`config.mk`:
```
export PLATFORM = sky130hd
export DESIGN_NAME = remote_controller_rx
export DESIGN_NICKNAME = d
export VERILOG_FILES = /design/src/rtl/remote_controller_rx.sv
export SDC_FILE = /design/constraint.sdc
export NUM_CORES = 1
export LEC_CHECK = 0
export ABC_AREA = 1
export BUFFER_PORTS_ARGS = -buffer_cell sky130_fd_sc_hd__buf_2
export CAP_MARGIN = 20
export CORE_ASPECT_RATIO = 0.8
export CORE_MARGIN = 2
export CORE_UTILIZATION = 60
export DETAILED_ROUTE_END_ITERATION = 16
export GPL_TIMING_DRIVEN = 0
export PLACE_DENSITY_LB_ADDON = 0.12
export SYNTH_ARGS = -nofsm -noshare
export SYNTH_HDL_FRONTEND = slang
export SYNTH_SLANG_ARGS = --single-unit
```
`constraint.sdc`:
```
create_clock -name Clock -period 6.1 [get_ports Clock]
set_input_delay 1.22 -clock Clock [delete_from_list [all_inputs] [get_ports Clock]]
set_output_delay 1.22 -clock Clock [all_outputs]
set_load 0.02 [all_outputs]
```
`src/rtl/remote_controller_rx.sv`:
```
// Serial remote-control receiver: deframes start + custom + key + ~key, validates it,
// optionally filters by custom code and tracks repeated presses inside a time window.
//   state | meaning
//   IDLE  | line idle, waiting for a low start bit
//   DATA  | shifting FRAME_W bits MSB first, then one settle cycle
//   CHECK | validate frame, update outputs and repeat tracking
//   STOP  | wait for the line to return high
module remote_controller_rx #(
    parameter int                CUSTOM_W   = 16,
    parameter int                KEY_W      = 8,
    parameter int                FILTER_EN  = 0,
    parameter logic [CUSTOM_W-1:0] CUSTOM_ID = {CUSTOM_W{1'b1}},
    parameter int                REPEAT_WIN = 64,
    parameter int                CNT_W      = 8
) (
    input  logic                Clock,
    input  logic                Reset,
    input  logic                Serial,
    output logic [KEY_W-1:0]    Tecla,
    output logic [CUSTOM_W-1:0] Custom,
    output logic                Ready,
    output logic                Error,
    output logic                Repeat,
    output logic [CNT_W-1:0]    RepeatCount
);

    localparam int FRAME_W = CUSTOM_W + 2*KEY_W;
    localparam int BCW     = $clog2(FRAME_W + 1);
    localparam int WW      = $clog2(REPEAT_WIN + 1);

    typedef enum logic [1:0] {IDLE, DATA, CHECK, STOP} state_t;

    state_t              state;
    logic [FRAME_W-1:0]  shreg;
    logic [BCW-1:0]      bit_cnt;
    logic [WW-1:0]       win_cnt;
    logic [KEY_W-1:0]    last_key;
    logic [CUSTOM_W-1:0] last_custom;

    logic [CUSTOM_W-1:0] fr_custom;
    logic [KEY_W-1:0]    fr_key;
    logic [KEY_W-1:0]    fr_inv;
    logic                frame_ok;
    logic                is_rep;

    assign fr_custom = shreg[FRAME_W-1 -: CUSTOM_W];
    assign fr_key    = shreg[2*KEY_W-1 -: KEY_W];
    assign fr_inv    = shreg[KEY_W-1:0];
    assign frame_ok  = (fr_key == ~fr_inv) && ((FILTER_EN == 0) || (fr_custom == CUSTOM_ID));
    // A nonzero window implies a valid frame was recorded since reset.
    assign is_rep    = (win_cnt != '0) && (fr_key == last_key) && (fr_custom == last_custom);

    always_ff @(posedge Clock or posedge Reset) begin
        if (Reset) begin
            state       <= IDLE;
            shreg       <= '0;
            bit_cnt     <= '0;
            win_cnt     <= '0;
            last_key    <= '0;
            last_custom <= '0;
            Tecla       <= '0;
            Custom      <= '0;
            Ready       <= 1'b0;
            Error       <= 1'b0;
            Repeat      <= 1'b0;
            RepeatCount <= '0;
        end else begin
            Error <= 1'b0;
            if (win_cnt != '0)
                win_cnt <= win_cnt - 1'b1;
            case (state)
                IDLE: begin
                    if (!Serial) begin
                        state   <= DATA;
                        bit_cnt <= '0;
                        Ready   <= 1'b0;
                        Repeat  <= 1'b0;
                    end
                end
                DATA: begin
                    // Counter reaching FRAME_W gives one settle cycle before CHECK.
                    if (bit_cnt == BCW'(FRAME_W)) begin
                        state <= CHECK;
                    end else begin
                        shreg   <= {shreg[FRAME_W-2:0], Serial};
                        bit_cnt <= bit_cnt + 1'b1;
                    end
                end
                CHECK: begin
                    if (frame_ok) begin
                        Tecla       <= fr_key;
                        Custom      <= fr_custom;
                        Ready       <= 1'b1;
                        Repeat      <= is_rep;
                        if (!is_rep)
                            RepeatCount <= '0;
                        else if (!(&RepeatCount))
                            RepeatCount <= RepeatCount + 1'b1;
                        last_key    <= fr_key;
                        last_custom <= fr_custom;
                        win_cnt     <= WW'(REPEAT_WIN);
                    end else begin
                        Error <= 1'b1;
                    end
                    state <= STOP;
                end
                STOP: begin
                    if (Serial)
                        state <= IDLE;
                end
                default: state <= IDLE;
            endcase
        end
    end

endmodule

```
==> results.sh <==
export IMPL_status="finished clean"
export IMPL_yosysSeqAreaShare_pct=49.47
export IMPL_worstMarginPinSlew_ps=467.3
export IMPL_clock_fmax_mhz=446.8
export IMPL_numCtsBuffers=9
export IMPL_synth_cell_types=30
export IMPL_hold_path_depth=2
export IMPL_ir_worst_vdd_mv=0.1966
export IMPL_power_leakage_nw=2.464
export IMPL_seq_power_share_pct=41.4
export IMPL_rsz0062_at_grt="false"
export IMPL_cts_hold_buf=0
export IMPL_min_period_ps=2238
export IMPL_cap_violations=0
export IMPL_routed_wl_um=9034
export IMPL_critPathMaxFanout=6
export IMPL_synth_net_count=526
export IMPL_netlist_area_mm2=0.004148
export IMPL_via_per_inst=5.213
export IMPL_clk_latency_ps=350
export IMPL_drive_gt1_share_pct=16.17
export IMPL_io_buffers=37
export IMPL_ios=38
export IMPL_startpoint_type="register"
export IMPL_clk_path_buf_depth=2
export IMPL_route_detailed_drc=0
export IMPL_syn_avg_cell_area_um2=8.054
export IMPL_dr_total_vias=3420
export IMPL_place_worst_setup_slack_ps=3993
export IMPL_combPwrFrac_pct=32.5
export IMPL_arrival_ps=1020
export IMPL_crit_buf_inv=1
export IMPL_nets=575
export IMPL_cts_num_sinks=82
export IMPL_rows=27
export IMPL_endpoint_kind="primary output"
export IMPL_reg2reg_depth=7
export IMPL_p_sw_share_pct=38.13
export IMPL_clock_root_buffer="clkbuf_8"
export IMPL_die_area_mm2=0.007598
export IMPL_worst_slack_ps=3862
export IMPL_final_setup_viol_count=0
export IMPL_htreeDepth=3
export IMPL_path_class="register to primary output"
export IMPL_place_inst=640
export IMPL_initial_core_util_pct=61.08
export IMPL_cellPowerDensity_mw_per_mm2=360.4
export IMPL_yosysWarningCount=0
export IMPL_track_usage_pct=25.11
export IMPL_cp_num_cells=1
export IMPL_syn_inst=515
export IMPL_reg2reg_from="bit_cnt[0]"
export IMPL_p_switching_mw=0.6446
export IMPL_grt_max_degree=58
export IMPL_clkSlewWorstSetupHoldPaths_ps=80
export IMPL_drt_pass1_iter_count=5
export IMPL_postRouteAntennaNets=0
export IMPL_hold_viol=0
export IMPL_cts_tree="done"
export IMPL_fin_skew_ps=6.561
export IMPL_finalPower_mw=1.691
export IMPL_num_antenna_cells=0
export IMPL_crit_chain="buf_2"
export IMPL_grt_pass1_vias=3179
export IMPL_p_int_mw=1.046
export IMPL_overflow=0
export IMPL_grt_pass1_wl_um=15120
export IMPL_period_share_pct=36.69
export IMPL_cp_top_family="flip-flops"
export IMPL_hp_start="Repeat"
export IMPL_final_cells=656
export IMPL_ys_ff_latch=82
export IMPL_first_iter_violations=216
export IMPL_startpoint="RepeatCount[3]"
export IMPL_drv_slew=0
export IMPL_die_h_um=78.37
export IMPL_die_width_um=96.96
export IMPL_routabilityCongestion=0.8363
export IMPL_cp_slowest_cell="dfrtp_1"
export IMPL_hp_class="register to register"
export IMPL_pwr_share_clk_pct=26.0
export IMPL_crit_required_ps=4880
export IMPL_cts_setup_buffers=0
export IMPL_setup_tns_ps=0
export IMPL_cts_resized_gates=0
export IMPL_syn2layout_area_growth_pct=13.09
export IMPL_antenna_found_initial=0
export IMPL_dp_hpwl_um=6318
export IMPL_relSlewSlack_pct=68.85
export IMPL_avgRoutedWirePerCell_um=13.77
export IMPL_core_region_area_mm2=0.006790
export IMPL_worst_path_largest_cell_delay_ps=460
## tightest hold or removal path, cell delays in order (launching register included)
cell	delay (ps)
dfrtp_1	360
nand2_1	60
nand2_1	60
## state kept, by name (all words and copies together), names as in the netlist
name,count
Error,1
Ready,1
Repeat,1
RepeatCount,8
bit_cnt,6
last_custom,16
last_key,8
shreg,32
state,2
win_cnt,7
## synth_stat cells
cell type,count,share of area (%)
inv_1,72,6.5
nor2_8,1,0.48
nor2_1,27,2.4
or2_2,3,0.45
buf_2,3,0.36
xor2_1,4,0.84
inv_2,6,0.54
clkbuf_1,3,0.27
a21oi_1,6,0.72
nand2_1,174,16
buf_6,4,1.1
o21ai_1,1,0.12
inv_4,1,0.15
nand3_4,1,0.42
a21boi_0,1,0.18
nand3b_1,1,0.18
nand3_1,20,2.4
buf_4,2,0.36
xnor2_1,16,3.4
nor2_4,3,0.81
nand4_1,9,1.4
and2_4,1,0.21
ha_1,8,2.4
o21ai_0,49,5.9
nor3_1,3,0.36
or2_1,1,0.15
dfrtp_1,82,49
o21ai_2,11,2.3
nand2_2,1,0.15
nor2_2,1,0.15
## path summary, 6_finish.rpt
kind	endpoint	slack, ps
hold / removal	Repeat	510
max in group asynchronous	shreg[31]	4660
setup / recovery	RepeatCount[3]	3860
min in group asynchronous	RepeatCount[4]	840
setup reg to reg	shreg[25]	4220
hold reg to reg	Repeat	510
## layer usage
metal	global-route usage (%)	wire [um]	part of all wire, %
met4	8.169	97	1.1
met1	35.70	4450	49
met2	37.92	4103	45
met3	6.679	382	4.2
met5	0	0	0
## power groups by stage
stage                     registers [mW]  logic (mW)  clock network, mW
after floorplan                    0.696       0.414                  0
after global placement             0.706       0.517                  0
after detailed placement           0.708       0.540                  0
after CTS                          0.698       0.547              0.445
after global routing               0.713       0.615              0.471
final                              0.701       0.550              0.440
## cell families (layout without fill, tap and decap cells)
group                      Yosys count  in the layout  share of synthesized area (%)
and+or+nand+nor                    246            246                          25.34
buffers and inverters               91            145                          9.291
xor gates and xnor gates            20             20                          4.223
DFF                                 82             82                          49.47
adders and majority gates            8              8                          2.413
AOI/OAI and AO/OA                   68             68                          9.261
## stage by stage
stage               area, um^2  util (%)  hold WS, ps
floorplan                 4148         -        474.1
global placement          4442     65.41        480.2
detailed placement        4472     65.86        478.8
CTS                       4691     69.08        507.0
global route              4691     69.08        541.3
finish                    4691     69.08        506.0
## placed cells by master (no fill, tap or decap), types with 10 or more instances in the layout
cell / count
nor2_1: 27
dfrtp_1: 82
o21ai_2: 11
nand3_1: 20
buf_2: 40
nand2_1: 174
o21ai_0: 49
clkbuf_8: 10
inv_1: 71
xnor2_1: 16
## area by class of cell
| type | instances | area (um^2) |
|---|---|---|
| clock inverter | 5 | 77.57 |
| multi-input combinational | 342 | 1710 |
| inverter | 79 | 301.5 |
| clock buffer | 11 | 141.4 |
| fill | 569 | 2100 |
| tap | 87 | 108.9 |
| sequential | 82 | 2052 |
| buffer | 12 | 86.33 |
| timing repair buffer | 38 | 212.7 |
No activity file was read; power rests on OpenSTA's default activity.
